<file path="src/rtl/simple_trace_pkg.sv">
// Shared types and constants for the SIMPLE execution-trace transmitter.
//   TRACE_SYNC        - first byte of every frame, used by the host to find frame starts
//   TRACE_FRAME_BYTES - sync + 5 payload bytes + checksum
//   trace_rec_t       - one captured instruction record {pc, instr, szcv}
//   frame_state_e     - framer FSM states
//   tx_state_e        - UART byte transmitter FSM states
package simple_trace_pkg;

  localparam logic [7:0]  TRACE_SYNC        = 8'hA5;
  localparam int unsigned TRACE_FRAME_BYTES = 7;

  typedef struct packed {
    logic [15:0] pc;
    logic [15:0] instr;
    logic [3:0]  szcv;
  } trace_rec_t;

  typedef enum logic [1:0] {FrIdle, FrLoad, FrSend, FrWait} frame_state_e;

  typedef enum logic [1:0] {TxIdle, TxStart, TxData, TxStop} tx_state_e;

  // XOR of payload bytes 1..5 of a frame.
  function automatic logic [7:0] trace_checksum(input trace_rec_t rec);
    return rec.pc[15:8] ^ rec.pc[7:0] ^ rec.instr[15:8] ^ rec.instr[7:0] ^ {4'b0000, rec.szcv};
  endfunction

endpackage

</file>
<file path="src/rtl/uart_tx_byte.sv">
// UART 8N1 byte transmitter.
//   clk, rst    - clock, synchronous active-high reset
//   byte_valid  - byte_data is offered for transmission
//   byte_data   - byte to send, LSB first
//   byte_ready  - a byte offered now is accepted at the next edge
//   txd         - registered serial output, idle high
module uart_tx_byte
  import simple_trace_pkg::*;
#(
  parameter int unsigned CLKS_PER_BIT = 434
) (
  input  logic       clk,
  input  logic       rst,
  input  logic       byte_valid,
  input  logic [7:0] byte_data,
  output logic       byte_ready,
  output logic       txd
);

  localparam int unsigned CntW = (CLKS_PER_BIT > 1) ? $clog2(CLKS_PER_BIT) : 1;
  localparam logic [CntW-1:0] CntMax = CntW'(CLKS_PER_BIT - 1);

  tx_state_e       state_q, state_d;
  logic [CntW-1:0] cnt_q, cnt_d;
  logic [2:0]      bit_q, bit_d;
  logic [7:0]      shift_q, shift_d;
  logic            txd_q, txd_d;
  logic            tick;

  assign tick = (cnt_q == CntMax);
  assign txd  = txd_q;

  always_comb begin
    state_d    = state_q;
    cnt_d      = tick ? '0 : cnt_q + 1'b1;
    bit_d      = bit_q;
    shift_d    = shift_q;
    byte_ready = 1'b0;
    unique case (state_q)
      TxIdle: begin
        cnt_d      = '0;
        byte_ready = 1'b1;
        if (byte_valid) begin
          state_d = TxStart;
          shift_d = byte_data;
        end
      end
      TxStart: begin
        if (tick) begin
          state_d = TxData;
          bit_d   = 3'd0;
        end
      end
      TxData: begin
        if (tick) begin
          shift_d = {1'b0, shift_q[7:1]};
          bit_d   = bit_q + 3'd1;
          if (bit_q == 3'd7) state_d = TxStop;
        end
      end
      TxStop: begin
        // Also ready in the last stop-bit cycle so a queued byte follows with no idle gap.
        if (tick) begin
          byte_ready = 1'b1;
          if (byte_valid) begin
            state_d = TxStart;
            shift_d = byte_data;
          end else begin
            state_d = TxIdle;
          end
        end
      end
      default: state_d = TxIdle;
    endcase

    // Output is registered from the next state so txd never glitches.
    case (state_d)
      TxStart: txd_d = 1'b0;
      TxData:  txd_d = shift_d[0];
      default: txd_d = 1'b1;
    endcase
  end

  always_ff @(posedge clk) begin
    if (rst) begin
      state_q <= TxIdle;
      cnt_q   <= '0;
      bit_q   <= 3'd0;
      shift_q <= 8'h00;
      txd_q   <= 1'b1;
    end else begin
      state_q <= state_d;
      cnt_q   <= cnt_d;
      bit_q   <= bit_d;
      shift_q <= shift_d;
      txd_q   <= txd_d;
    end
  end

endmodule

</file>
<file path="src/rtl/simple_trace_tx.sv">
// Execution-trace transmitter for the SIMPLE core: buffers retired-instruction records in a
// small FIFO and sends each as a 7-byte UART frame: A5, pc hi/lo, instr hi/lo, {0,szcv}, xor.
//   clk, rst      - clock, synchronous active-high reset
//   trace_valid   - one-cycle strobe qualifying trace_pc/trace_instr/trace_szcv
//   txd           - UART 8N1 output, idle high
//   busy          - FIFO non-empty or frame in flight
//   overflow      - sticky, set when a record is dropped on a full FIFO
//   dropped_count - dropped records, saturating at 255
module simple_trace_tx
  import simple_trace_pkg::*;
#(
  parameter int unsigned CLKS_PER_BIT = 434,
  parameter int unsigned FIFO_DEPTH   = 4
) (
  input  logic        clk,
  input  logic        rst,
  input  logic        trace_valid,
  input  logic [15:0] trace_pc,
  input  logic [15:0] trace_instr,
  input  logic [3:0]  trace_szcv,
  output logic        txd,
  output logic        busy,
  output logic        overflow,
  output logic [7:0]  dropped_count
);

  localparam int unsigned IdxW = $clog2(FIFO_DEPTH);
  localparam int unsigned PtrW = IdxW + 1;
  localparam logic [2:0]  LastIdx = 3'(TRACE_FRAME_BYTES - 1);

  // FIFO
  trace_rec_t      fifo_mem [FIFO_DEPTH];
  logic [PtrW-1:0] wr_ptr_q, rd_ptr_q;
  logic            fifo_empty, fifo_full, push, drop, pop;
  trace_rec_t      fifo_head;
  logic            overflow_q;
  logic [7:0]      dropped_q;

  assign fifo_empty = (wr_ptr_q == rd_ptr_q);
  assign fifo_full  = (wr_ptr_q[PtrW-1] != rd_ptr_q[PtrW-1]) &&
                      (wr_ptr_q[IdxW-1:0] == rd_ptr_q[IdxW-1:0]);
  // Full is judged on registered pointers, so a same-cycle pop never frees a slot for a push.
  assign push       = trace_valid && !fifo_full;
  assign drop       = trace_valid && fifo_full;
  assign fifo_head  = fifo_mem[rd_ptr_q[IdxW-1:0]];

  always_ff @(posedge clk) begin
    if (push && !rst) begin
      fifo_mem[wr_ptr_q[IdxW-1:0]] <= '{pc: trace_pc, instr: trace_instr, szcv: trace_szcv};
    end
  end

  always_ff @(posedge clk) begin
    if (rst) begin
      wr_ptr_q   <= '0;
      rd_ptr_q   <= '0;
      overflow_q <= 1'b0;
      dropped_q  <= 8'h00;
    end else begin
      if (push) wr_ptr_q <= wr_ptr_q + 1'b1;
      if (pop)  rd_ptr_q <= rd_ptr_q + 1'b1;
      if (drop) begin
        overflow_q <= 1'b1;
        if (dropped_q != 8'hFF) dropped_q <= dropped_q + 8'h01;
      end
    end
  end

  // Framer
  frame_state_e state_q, state_d;
  logic [2:0]   idx_q, idx_d;
  trace_rec_t   rec_q;
  logic [7:0]   csum_q;
  logic [7:0]   frame_byte;
  logic         byte_valid, byte_ready;
  logic [7:0]   byte_data;

  always_comb begin
    case (idx_q)
      3'd1:    frame_byte = rec_q.pc[15:8];
      3'd2:    frame_byte = rec_q.pc[7:0];
      3'd3:    frame_byte = rec_q.instr[15:8];
      3'd4:    frame_byte = rec_q.instr[7:0];
      3'd5:    frame_byte = {4'b0000, rec_q.szcv};
      3'd6:    frame_byte = csum_q;
      default: frame_byte = TRACE_SYNC;
    endcase
  end

  always_comb begin
    state_d    = state_q;
    idx_d      = idx_q;
    pop        = 1'b0;
    byte_valid = 1'b0;
    byte_data  = frame_byte;
    unique case (state_q)
      FrIdle: begin
        if (!fifo_empty) state_d = FrLoad;
      end
      FrLoad: begin
        // The sync byte is constant, so it is offered while the record is latched; this keeps
        // the inter-frame gap to this single cycle.
        byte_valid = 1'b1;
        byte_data  = TRACE_SYNC;
        if (byte_ready) begin
          pop     = 1'b1;
          idx_d   = 3'd1;
          state_d = FrSend;
        end
      end
      FrSend: begin
        byte_valid = 1'b1;
        if (byte_ready) begin
          if (idx_q == LastIdx) state_d = FrWait;
          else                  idx_d   = idx_q + 3'd1;
        end
      end
      FrWait: begin
        // Ready again means the checksum byte's stop bit has completed.
        if (byte_ready) state_d = fifo_empty ? FrIdle : FrLoad;
      end
      default: state_d = FrIdle;
    endcase
  end

  always_ff @(posedge clk) begin
    if (rst) begin
      state_q <= FrIdle;
      idx_q   <= 3'd0;
      rec_q   <= '0;
      csum_q  <= 8'h00;
    end else begin
      state_q <= state_d;
      idx_q   <= idx_d;
      if (pop) begin
        rec_q  <= fifo_head;
        csum_q <= trace_checksum(fifo_head);
      end
    end
  end

  uart_tx_byte #(
    .CLKS_PER_BIT(CLKS_PER_BIT)
  ) u_uart_tx_byte (
    .clk       (clk),
    .rst       (rst),
    .byte_valid(byte_valid),
    .byte_data (byte_data),
    .byte_ready(byte_ready),
    .txd       (txd)
  );

  assign busy          = !fifo_empty || (state_q != FrIdle);
  assign overflow      = overflow_q;
  assign dropped_count = dropped_q;

endmodule

</file>
<file path="config.mk">
export PLATFORM = sky130hd
export DESIGN_NAME = simple_trace_tx
export DESIGN_NICKNAME = d
export VERILOG_FILES = /design/src/rtl/simple_trace_pkg.sv /design/src/rtl/uart_tx_byte.sv /design/src/rtl/simple_trace_tx.sv
export SDC_FILE = /design/constraint.sdc
export NUM_CORES = 1
export LEC_CHECK = 0
export ABC_AREA = 1
export CAP_MARGIN = 20
export CORE_ASPECT_RATIO = 1.2
export CORE_MARGIN = 2
export CORE_UTILIZATION = 31
export CTS_CLUSTER_DIAMETER = 30
export DETAILED_ROUTE_END_ITERATION = 8
export SYNTH_ARGS = -nofsm -noshare
export SYNTH_HDL_FRONTEND = slang
export SYNTH_SLANG_ARGS = --single-unit
</file>
<file path="constraint.sdc">
create_clock -name clk -period 4.6 [get_ports clk]
set_input_delay 1.38 -clock clk [delete_from_list [all_inputs] [get_ports clk]]
set_output_delay 1.38 -clock clk [all_outputs]
set_load 0.01 [all_outputs]
</file>
* After elaboration in Yosys (flattened, before gate mapping)
Memories as Yosys holds them, arrays and structs flattened. A register that Yosys moved wholly into a read port is not among the register bits.
Index checks and enable logic that the tools add are counted.
** Word-level totals
- Bits in registers :: 87
- Bits in latches :: 0
- Bits in writable memories :: 144
- Memory bits (read-only) :: 0
- Bits of input ports :: 39
- Logic and storage cells :: 114
- Memories kept :: 1
** Memories
- fifo_mem :: words 4, width 36, read ports 1, clocked after Yosys merged registers in 1, wr ports 1, line simple_trace_tx.sv:32 : trace_rec_t fifo_mem [FIFO_DEPTH];
** Cells by class
- $add $sub $neg :: 6
- Multipliers :: 0
- Divide/modulo/power cells :: 0
- Magnitude comparators :: 0
- Equality and inequality tests :: 29
- Shift-type cells :: 0
- Muxes and demuxes :: 37
- Bitwise operators :: 4
- Reductions and logical operators :: 21
** Operator list (count)
- $pmux 8 s6 :: 1
- $mux 8 :: 4
- $mux 2 :: 12
- $pmux 8 s3 :: 1
- $xor 8x8->8 :: 3
- $pmux 2 s4 :: 2
- $mux 3 :: 5
- $add 3x1->3 const B :: 4
- $eq 3x3->1 const B :: 4
- $ne 2x2->1 const B :: 6
- $pmux 3 s2 :: 2
- $eq 2x2->1 const B :: 5
- $add 9x1->9 const B :: 1
- $eq 9x9->1 const B :: 1
- $add 8x1->8 const B :: 1
- $mux 1 :: 8
- $ne 8x8->1 const B :: 1
- $xor 8x4->8 :: 1
- $eq 2x1->1 const B :: 3
- $eq 3x2->1 const B :: 2
- $ne 2x1->1 const B :: 3
- $reduce_and 3->1 :: 2
- $reduce_bool 2->1 :: 3
- $reduce_and 5->1 :: 1
- other kinds (14) :: 21

* Depth between registers and ports, before layout
Gate-level depths: netlist (run 1).
- Depth in word-level cells :: 8
- Mapped depth :: 15

* Modules after synthesis
From an unflattened synthesis (run 1), not the netlist that was laid out.
** Unflattened totals
- Cells, all modules :: 1180
- Area, all modules :: 10623.9 um2
** By module, submodules not included
- simple_trace_tx :: instances 1, cells each 985, area an instance 9247.6 um2, sequential area each 5645.4 um2
- uart_tx_byte :: instances 1, cells each 195, area an instance 1376.3 um2, sequential area each 460.4 um2

* Least setup slack after synthesis (run 1)
OpenSTA, ideal clock, no wires.
- Path kind :: input to register
- From :: input port rst
- To :: memory fifo_mem[0][0] (netlist name) (enable)
- Library setup time :: 429 ps
- Data arrival time :: 3794 ps
- Path slack :: 377 ps
- Cell stages on the path :: 6
- Path buffers :: 3
- Path through :: clkbuf_1 > inv_1 > clkbuf_1 > clkbuf_1 > nand2_1 > nor2_1
** Between the ends
- Word-level cells in the longest chain between the ends :: 4
** Ends and longest elaborated chain
- from (decl) :: line simple_trace_tx.sv:16 : input logic rst,
- $logic_not 1->1 :: line simple_trace_tx.sv:48 : if (push && !rst) begin
- $logic_and 1x1->1 :: line simple_trace_tx.sv:48
- $mux 1 :: line simple_trace_tx.sv:48
- $mux 1 (implied by the code) :: line simple_trace_tx.sv:49 : fifo_mem[wr_ptr_q[IdxW-1:0]] <= '{pc: trace_pc, instr: trace_instr, szcv: trace_szcv};
- to (decl) :: line simple_trace_tx.sv:32
No other way between the ends.

* Worst setup path in the final report (run 1)
- From :: register wr_ptr_q[0]
- To :: output port busy
** Between the ends
- Word-level cells in the longest chain between the ends :: 3
** Ends and longest elaborated chain
- from (decl) :: line simple_trace_tx.sv:33 : logic [PtrW-1:0] wr_ptr_q, rd_ptr_q;
- from (signal assigned) :: line simple_trace_tx.sv:60 : if (push) wr_ptr_q <= wr_ptr_q + 1'b1;
- $eq 3x3->1 :: line simple_trace_tx.sv:39 : assign fifo_empty = (wr_ptr_q == rd_ptr_q);
- $logic_not 1->1 :: line simple_trace_tx.sv:153 : assign busy = !fifo_empty || (state_q != FrIdle);
- $logic_or 1x1->1 :: line simple_trace_tx.sv:153
- to (decl) :: line simple_trace_tx.sv:22 : output logic busy,
No other way between the ends.

==> results.sh, run 1 <==
export IMPL_numPortBuffers=49
export IMPL_p_leak_nw=5.387
export IMPL_endpoint_kind="output pin"
export IMPL_grtUsageMet2_pct=22.83
export IMPL_h_tree_depth=2
export IMPL_initial_utilization_pct=31.57
export IMPL_synth_top_area_share_pct=41.20
export IMPL_status="finished, final reports clean"
export IMPL_antenna_found_initial=0
export IMPL_grt_busiest_layer="met2"
export IMPL_pwr_density_cell_nw_per_um2=634.0
export IMPL_yosysWarningCount=0
export IMPL_crit_path_cell_trace="xnor2_1 > nand3_1 > nor2_1 > inv_1 > clkdlybuf4s50_1"
export IMPL_antenna_cells=0
export IMPL_period_needed_ns=3.393
export IMPL_die_y_um=205.6
export IMPL_via_per_inst=4.503
export IMPL_first_pass_iters=5
export IMPL_gr_total_overflow=0
export IMPL_cts_buffers=54
export IMPL_post_cts_buffers=0
export IMPL_timing_slew_headroom_pct=38.35
export IMPL_cp_start_kind="flop"
export IMPL_ir_drop_mv=0.3232
export IMPL_grt_max_degree=75
export IMPL_layout_drive_gt1_share_pct=12.03
export IMPL_clk_pin_slew_ns=0.04
export IMPL_place_congestion=0.8028
export IMPL_crit_type="flop to output pin"
export IMPL_grt_pass1_vias=7686
export IMPL_finalWirelength_um=23410
export IMPL_drc=0
export IMPL_tns_ns=0
export IMPL_chipWidth_um=172.0
export IMPL_ys_seq_area_share_pct=58.18
export IMPL_n_fill_cell=3279
export IMPL_synth_area_leaders="edfxtp_1 (41%), dfxtp_1 (17%), nand2_1 (13%)"
export IMPL_use_met1_pct=17.38
export IMPL_whs_ns=0.4544
export IMPL_yosysUniqueCellTypes=38
export IMPL_yosys_area_top_type="edfxtp_1"
export IMPL_ff2ff_path_depth=8
export IMPL_clk_latency_ns=0.59
export IMPL_finalHoldViolCount=0
export IMPL_dp_hpwl_um=15060
export IMPL_use_met3_pct=2.962
export IMPL_arrival_ns=2.01
export IMPL_critPathMaxFanout=4
export IMPL_syn_instance_count=1147
export IMPL_wire_per_inst_um=13.66
export IMPL_min_delay_path_depth=2
export IMPL_drt_iter0_markers=421
export IMPL_layout_common_cells="nand2_1 (360), edfxtp_1 (144), inv_1 (107)"
export IMPL_fmax_mhz=294.7
export IMPL_layout_commonest_cell="nand2_1"
export IMPL_vias=7718
export IMPL_postCtsResizedCells=0
export IMPL_crit_required_ns=3.22
export IMPL_finalCritPeriodShare_pct=73.77
export IMPL_max_stage_delay_ns=0.47
export IMPL_fin_skew_ns=0.04963
export IMPL_drv_cap=0
export IMPL_clk_root_buffer_cell="clkbuf_16"
export IMPL_area_growth_pct=28.60
export IMPL_fin_nets=1284
export IMPL_synth_nets=1210
export IMPL_fin_cells=1714
export IMPL_hold_class="flop to flop"
export IMPL_placed_cells=1615
export IMPL_ys_ff_latch=233
export IMPL_rows=73
export IMPL_utilization_pct=40.60
export IMPL_syn_cell_area_um2=10500
export IMPL_rsz0062_at_grt="no"
export IMPL_io_pins=50
export IMPL_crit_slowest_cell="clkdlybuf4s50_1"
export IMPL_finalMaxSlewViolations=0
export IMPL_core_area_um2=33250
export IMPL_synth_avg_cell_area_um2=9.150
export IMPL_tightest_slew_ns=0.9248
export IMPL_ctsHoldBuffers=0
export IMPL_clock_path_buffers=3
export IMPL_grt_pass1_wl_um=38670
export IMPL_ant_nets=0
export IMPL_cts_sinks=233
export IMPL_grt_total_usage_pct=13.70
export IMPL_die_area_um2=35350
export IMPL_cts_tree="done"
export IMPL_setup_viol=0
synth_stat cells (all sizes together):
| cell type | count |
|---|---|
| a21oi | 75 |
| nor3b | 3 |
| dfxtp | 89 |
| xor2 | 5 |
| nor2 | 65 |
| nand3b | 1 |
| ha | 24 |
| a31oi | 5 |
| nand4 | 5 |
| o211ai | 7 |
| o2111ai | 1 |
| o21ai | 81 |
| edfxtp | 144 |
| a22oi | 1 |
| nor3 | 5 |
| clkbuf | 16 |
| o21a | 5 |
| o31ai | 1 |
| a32o | 1 |
| nand2 | 361 |
| a211oi | 2 |
| or2 | 5 |
| nand3 | 93 |
| xnor2 | 11 |
| inv | 111 |
| buf | 30 |
kinds of logic (layout without fill, tap and decap cells):
| kind of cell | count (synthesis) | in the layout | synth area share [%] |
|---|---|---|---|
| simple gates | 538 | 538 | 21.27 |
| flops | 233 | 233 | 58.18 |
| compound gates | 179 | 179 | 9.955 |
| buf+inv | 157 | 274 | 6.402 |
| fa+ha+maj | 24 | 24 | 2.861 |
| xor+xnor | 16 | 16 | 1.335 |
layer usage:
metal  up-vias  routed length, um
met5         -                  0
met4         0                581
met3        45               1131
met2       168              11170
met1      3545              10530
li1       3960                  -
path summary, 6_finish.rpt:
check | endpoint | slack (ns) | startpoint
worst max-delay path | busy | 1.21 | wr_ptr_q[0]
worst min-delay path | rec_q[22] | 0.45 | rec_q[22]
worst max register to register | rec_q[19] | 1.93 | u_uart_tx_byte.state_q[1]
worst min register to register | rec_q[22] | 0.45 | rec_q[22]
report_power, final:
part | internal (W) | switching, W | leakage [nW] | total [W]
combinational | 0.000592 | 0.00120 | 2.35 | 0.00179
clock | 0.00292 | 0.00123 | 1.00 | 0.00415
sequential | 0.00247 | 0.000141 | 2.03 | 0.00261
through the flow:
step	area (um2)	total power, W	setup slack [ns]
finish	13500	0.008556	1.207
global route	13500	0.009032	1.061
CTS	13500	0.008648	1.166
detailed placement	11440	0.004448	1.018
global placement	11440	0.004422	1.023
floorplan	10500	0.004008	0.3769
flip-flops by register name, indices dropped and copies added, names as in the netlist, 3 cells and up, named ones only:
signal	count
u_uart_tx_byte.cnt_q	9
rd_ptr_q	3
rec_q	36
csum_q	8
u_uart_tx_byte.shift_q	8
wr_ptr_q	3
idx_q	3
dropped_count	8
fifo_mem	144
u_uart_tx_byte.bit_q	3
layout make-up:
type	count	area [um2]	share of cell area [%]
multi-input combinational	757	3747	27.76
timing repair buffer	64	603.1	4.468
clock buffer	73	1653	12.25
sequential	233	6107	45.25
tap	450	563.0	4.172
inverter	111	416.7	3.087
clock inverter	26	406.6	3.013
critical path: cells and delay by family, from the launching register on:
| kind | cells | cell delay [ns] |
|---|---|---|
| simple gates | 2 | 0.33 |
| flops | 1 | 0.42 |
| buf+inv | 2 | 0.53 |
| xor+xnor | 1 | 0.19 |
Power figures use the tool's default switching activity.
==> run 2, diff against run 1 <==
Clock period 4.6 ns to 3.2 ns, I/O delays scaled along.
==> run 2 against run 1 <==
First-iteration DRC count increased by 14%; combinational power is 47% higher; clock skew decreased by 0.024 ns; clock-buffer cell count fell by 19; sequential share of layout area up 0.77 points; via count is 0.23% higher; critical endpoint unchanged; flip-flop and latch count unchanged; core utilization fell by 0.68 points; cell count down 0.23%.
==> results.sh, run 2 (synthesis gave the netlist of run 1 again) <==
export IMPL_drv_cap=0
export IMPL_power_w=0.01156
export IMPL_crit_type="flop to output pin"
export IMPL_die_area_um2=35350
export IMPL_cts_sinks=233
export IMPL_period_needed_ns=2.966
export IMPL_grt_pass1_vias=7739
export IMPL_fin_nets=1280
export IMPL_ctsHoldBuffers=0
export IMPL_rsz0062_at_grt="no"
export IMPL_endpoint_kind="output pin"
export IMPL_finalCritPeriodShare_pct=92.68
export IMPL_dp_hpwl_um=14650
export IMPL_vias=7736
export IMPL_antenna_found_initial=0
export IMPL_pwr_density_cell_nw_per_um2=871.0
export IMPL_drt_iter0_markers=481
export IMPL_finalMaxSlewViolations=0
export IMPL_fin_skew_ns=0.02558
export IMPL_first_pass_iters=5
export IMPL_die_y_um=205.6
export IMPL_ff2ff_path_depth=10
export IMPL_critPathMaxFanout=3
export IMPL_h_tree_depth=2
export IMPL_finalHoldViolCount=0
export IMPL_grt_total_usage_pct=13.92
export IMPL_via_per_inst=4.524
export IMPL_arrival_ns=2.01
export IMPL_tightest_slew_ns=0.8069
export IMPL_cts_tree="done"
export IMPL_grt_max_degree=75
export IMPL_setup_ws_ns=0.2341
export IMPL_ir_drop_mv=0.4390
export IMPL_layout_common_cells="nand2_1 (360), edfxtp_1 (144), inv_1 (107)"
export IMPL_core_area_um2=33250
export IMPL_clock_path_buffers=3
export IMPL_initial_utilization_pct=31.57
export IMPL_area_growth_pct=26.44
export IMPL_multi_input_area_um2=3747
export IMPL_postCtsResizedCells=0
export IMPL_tns_ns=0
export IMPL_numPortBuffers=49
export IMPL_status="finished, final reports clean"
export IMPL_largest_reg_flops=144
export IMPL_fmax_mhz=337.2
export IMPL_regArea_um2=6107
export IMPL_gr_total_overflow=0
export IMPL_cts_buffers=51
export IMPL_utilization_pct=39.91
export IMPL_timing_slew_headroom_pct=46.21
export IMPL_layout_commonest_cell="nand2_1"
export IMPL_detailedPlace_worstSlack_ns=0.5640
export IMPL_chipWidth_um=172.0
export IMPL_clk_latency_ns=0.56
export IMPL_cp_start_kind="flop"
export IMPL_wire_per_inst_um=13.86
export IMPL_drc=0
export IMPL_clk_root_buffer_cell="clkbuf_16"
export IMPL_post_cts_buffers=0
export IMPL_antenna_cells=0
export IMPL_grt_pass1_wl_um=39230
export IMPL_setup_viol=0
export IMPL_finalWirelength_um=23690
export IMPL_clk_pin_slew_ns=0.04
export IMPL_rows=73
export IMPL_layout_drive_gt1_share_pct=11.67
export IMPL_ant_nets=0
export IMPL_p_leak_nw=5.235
export IMPL_io_pins=50
export IMPL_n_fill_cell=3247
export IMPL_place_congestion=0.8094
export IMPL_crit_required_ns=2.24
export IMPL_min_delay_path_depth=2
export IMPL_hold_class="flop to flop"
## run 2: cell count changes in the layout (fill, tap and decap cells not counted), moves of 3 or more
cell,change
buf_4,-8
clkbuf_8,-5
buf_12,+7
clkbuf_16,-10
clkbuf_1,-4
clkinv_1,+5
clkinv_4,+3
clkinvlp_4,+8
## run 2: final timing paths
path | startpoint | end | slack [ns]
worst min register to register | rec_q[22] | rec_q[22] | 0.45
worst max register to register | u_uart_tx_byte.state_q[1] | csum_q[2] | 0.82
worst max-delay path | rd_ptr_q[0] | busy | 0.23
worst min-delay path | rec_q[22] | rec_q[22] | 0.45
## run 2: critical path: stages, from the launching register on
cell             delay, ns
dfxtp_1               0.34
xnor2_1               0.26
nand3_1               0.16
nor2_1                0.16
inv_1                 0.07
clkdlybuf4s50_1       0.48
## run 2: final cells by class
type	count	share of cell area (%)
Clock buffer	54	9.938
Clock inverter	42	3.272
Timing Repair Buffer	63	5.148
Inverter	111	3.140
Multi-Input combinational cell	757	28.24
Tap cell	450	4.243
Sequential cell	233	46.02
## run 2: where the power goes
group	internal [W]	leakage (nW)	switching, W
Combinational	0.000891	2.37	0.00174
Sequential	0.00355	2.03	0.000198
Clock	0.00342	0.832	0.00175
Total	0.00786	5.24	0.00369
## run 2: layer usage
| metal | vias up | track usage (%) | part of all wire, % |
|---|---|---|---|
| met1 | 3560 | 17.45 | 45 |
| met4 | 0 | 5.162 | 3.0 |
| met3 | 53 | 2.904 | 4.1 |
| met5 | - | 0 | 0 |
| met2 | 153 | 23.57 | 48 |
| li1 | 3970 | - | - |
## run 2: stage by stage
step / instances / hold slack, ns / area, um2
2_1_floorplan: 1147 / 0.4246 / 10510
3_3_place_gp: 1614 / 0.4406 / 11520
3_5_place_dp: 1614 / 0.4470 / 11520
4_1_cts: 1710 / 0.4543 / 13270
5_1_grt: 1710 / 0.4827 / 13270
6_report: 1710 / 0.4517 / 13270
==> run 3, diff against run 2 <==
Settings changed: CORE_MARGIN 2 to 4.
==> run 3 against run 2 <==
Clock skew fell by 0.0027 ns; largest cell class unchanged; die area rose by 4.3%; setup slack better by 0.047 ns; critical path depth stayed put; sequential power grew 1%; sequential share of layout area grew 0.18 points; flip-flop and latch count did not move; routed wire length shrank 2.9%; via count decreased by 0.87%; core utilization decreased by 0.15 points; maximum frequency up 1.6%; register-to-register slack about the same.
==> results.sh, run 3 (synthesis gave the netlist of run 1 again) <==
export IMPL_clock_path_buffers=3
export IMPL_drc=0
export IMPL_endpoint_kind="output pin"
export IMPL_fin_cells=1705
export IMPL_cts_buffers=49
export IMPL_crit_path_cell_trace="xnor2_1 > nand3_1 > nor2_1 > inv_1 > clkdlybuf4s50_1"
export IMPL_dpl_cell_area_um2=11540
export IMPL_numPortBuffers=49
export IMPL_layout_common_cells="nand2_1 (360), edfxtp_1 (144), inv_1 (107)"
export IMPL_layout_drive_gt1_share_pct=11.31
export IMPL_antenna_cells=0
export IMPL_critPathMaxFanout=3
export IMPL_drt_iter0_markers=505
export IMPL_final_area_um2=13220
export IMPL_placed_cells=1615
export IMPL_clk_root_buffer_cell="clkbuf_16"
export IMPL_chipWidth_um=176.0
export IMPL_p_int_w=0.007819
export IMPL_grt_pass1_vias=7624
export IMPL_die_area_um2=36880
export IMPL_core_area_um2=33250
export IMPL_finalCritPeriodShare_pct=91.21
export IMPL_timing_slew_headroom_pct=51.95
export IMPL_p_leak_nw=5.230
export IMPL_first_pass_iters=5
export IMPL_post_cts_buffers=0
export IMPL_grt_total_usage_pct=12.64
export IMPL_critPathBufInv=2
export IMPL_finalMaxSlewViolations=0
export IMPL_h_tree_depth=2
export IMPL_max_stage_delay_ns=0.48
export IMPL_ctsHoldBuffers=0
export IMPL_power_frac_comb_pct=22.6
export IMPL_regArea_um2=6107
export IMPL_fin_nets=1279
export IMPL_hold_class="flop to flop"
export IMPL_ff2ff_path_depth=8
export IMPL_period_needed_ns=2.919
export IMPL_switching_power_w=0.003575
export IMPL_clk_pin_slew_ns=0.05
export IMPL_drv_cap=0
export IMPL_grt_pass1_wl_um=38370
export IMPL_setup_viol=0
export IMPL_postCtsResizedCells=0
export IMPL_cp_depth=5
export IMPL_wire_per_inst_um=13.49
export IMPL_power_frac_clock_pct=44.1
export IMPL_rows=73
export IMPL_area_growth_pct=25.95
export IMPL_multi_input_area_um2=3747
export IMPL_grt_max_degree=73
export IMPL_finalHoldViolCount=0
export IMPL_ir_drop_mv=0.4537
export IMPL_arrival_ns=1.96
export IMPL_sw_frac_of_total_pct=31.38
export IMPL_pwr_density_cell_nw_per_um2=861.9
export IMPL_cp_top_family="buffers and inverters"
export IMPL_dp_hpwl_um=14410
export IMPL_via_per_inst=4.498
export IMPL_n_fill_cell=3297
export IMPL_rr_startpoint="u_uart_tx_byte.state_q[1]"
export IMPL_clk_latency_ns=0.54
export IMPL_io_pins=50
export IMPL_reg2reg_to="rec_q[18]"
export IMPL_rsz0062_at_grt="no"
export IMPL_antenna_found_initial=0
export IMPL_pwr_share_seq_pct=33.3
export IMPL_crit_slowest_cell="clkdlybuf4s50_1"
export IMPL_status="finished, final reports clean"
export IMPL_gr_total_overflow=0
export IMPL_endpoint="busy"
export IMPL_layout_commonest_cell="nand2_1"
export IMPL_die_y_um=209.6
export IMPL_cts_tree="done"
export IMPL_cp_startpoint="rd_ptr_q[0]"
export IMPL_cts_sinks=233
export IMPL_fin_skew_ns=0.02287
export IMPL_tightest_slew_ns=0.7207
export IMPL_crit_required_ns=2.24
export IMPL_crit_type="flop to output pin"
export IMPL_ant_nets=0
export IMPL_vias=7669
export IMPL_cp_start_kind="flop"
export IMPL_finalWirelength_um=23010
export IMPL_place_congestion=0.8105
export IMPL_fmax_mhz=342.6
export IMPL_largest_reg_flops=144
export IMPL_initial_utilization_pct=31.57
export IMPL_rrSetupSlack_ns=0.81
run 3: cell count changes in the layout (fill, tap and decap cells not counted), moves of 2 or more:
cell	delta
clkbuf_16	-2
clkinv_1	-4
clkinvlp_4	-6
clkinv_4	+2
clkbuf_1	+4
run 3: power by group through the flow:
stage / Clock (W) / Combinational, W / Sequential, W
6_report: 0.00503 / 0.00258 / 0.00379
5_1_grt: 0.00527 / 0.00297 / 0.00384
4_1_cts: 0.00512 / 0.00261 / 0.00379
3_5_place_dp: 0 / 0.00260 / 0.00384
3_3_place_gp: 0 / 0.00255 / 0.00384
2_1_floorplan: 0 / 0.00202 / 0.00374
run 3: cell type report:
cell class,count,area share (%)
Tap cell,450,4.259
Inverter,111,3.152
Timing Repair Buffer,64,5.319
Sequential cell,233,46.20
Multi-Input combinational cell,757,28.35
Clock buffer,55,9.607
Clock inverter,35,3.114
run 3: worst register-to-register path: stages, from the launching register on:
cell	delay, ns
dfxtp_1	0.48
ha_1	0.34
nand3_2	0.16
nand2_4	0.16
nand3_4	0.27
inv_2	0.42
buf_4	0.27
o21ai_0	0.09
a31oi_1	0.15
run 3: worst min-delay path by stage:
stage | startpoint | end | slack, ns | cells after the start
CTS | rec_q[22] | rec_q[22] | 0.45 | 2
global route | rec_q[27] | rec_q[27] | 0.47 | 2
finish | rec_q[22] | rec_q[22] | 0.44 | 2
detailed placement | rec_q[22] | rec_q[22] | 0.44 | 2
global placement | rec_q[27] | rec_q[27] | 0.43 | 2
floorplan | rec_q[5] | rec_q[5] | 0.42 | 2
run 3: through the flow:
step           setup WS [ns]  power, W  setup TNS [ns]  utilization (%)  hold WS [ns]
2_1_floorplan       -0.04743  0.005762          -5.123                -        0.4246
3_3_place_gp          0.5438  0.006390               0            34.70        0.4341
3_5_place_dp          0.5476  0.006440               0            34.70        0.4390
4_1_cts               0.2469   0.01153               0            39.76        0.4459
5_1_grt               0.1475   0.01208               0            39.76        0.4711
6_report              0.2814   0.01139               0            39.76        0.4429
run 3: metal layers:
metal	wire (um)	share of wire (%)	vias to the layer above	global-route usage, %
li1	-	-	3957	-
met1	10170	44	3504	15.88
met2	11140	48	160	21.63
met3	1121	4.9	48	2.738
met4	569	2.5	0	4.223
met5	0	0	-	0
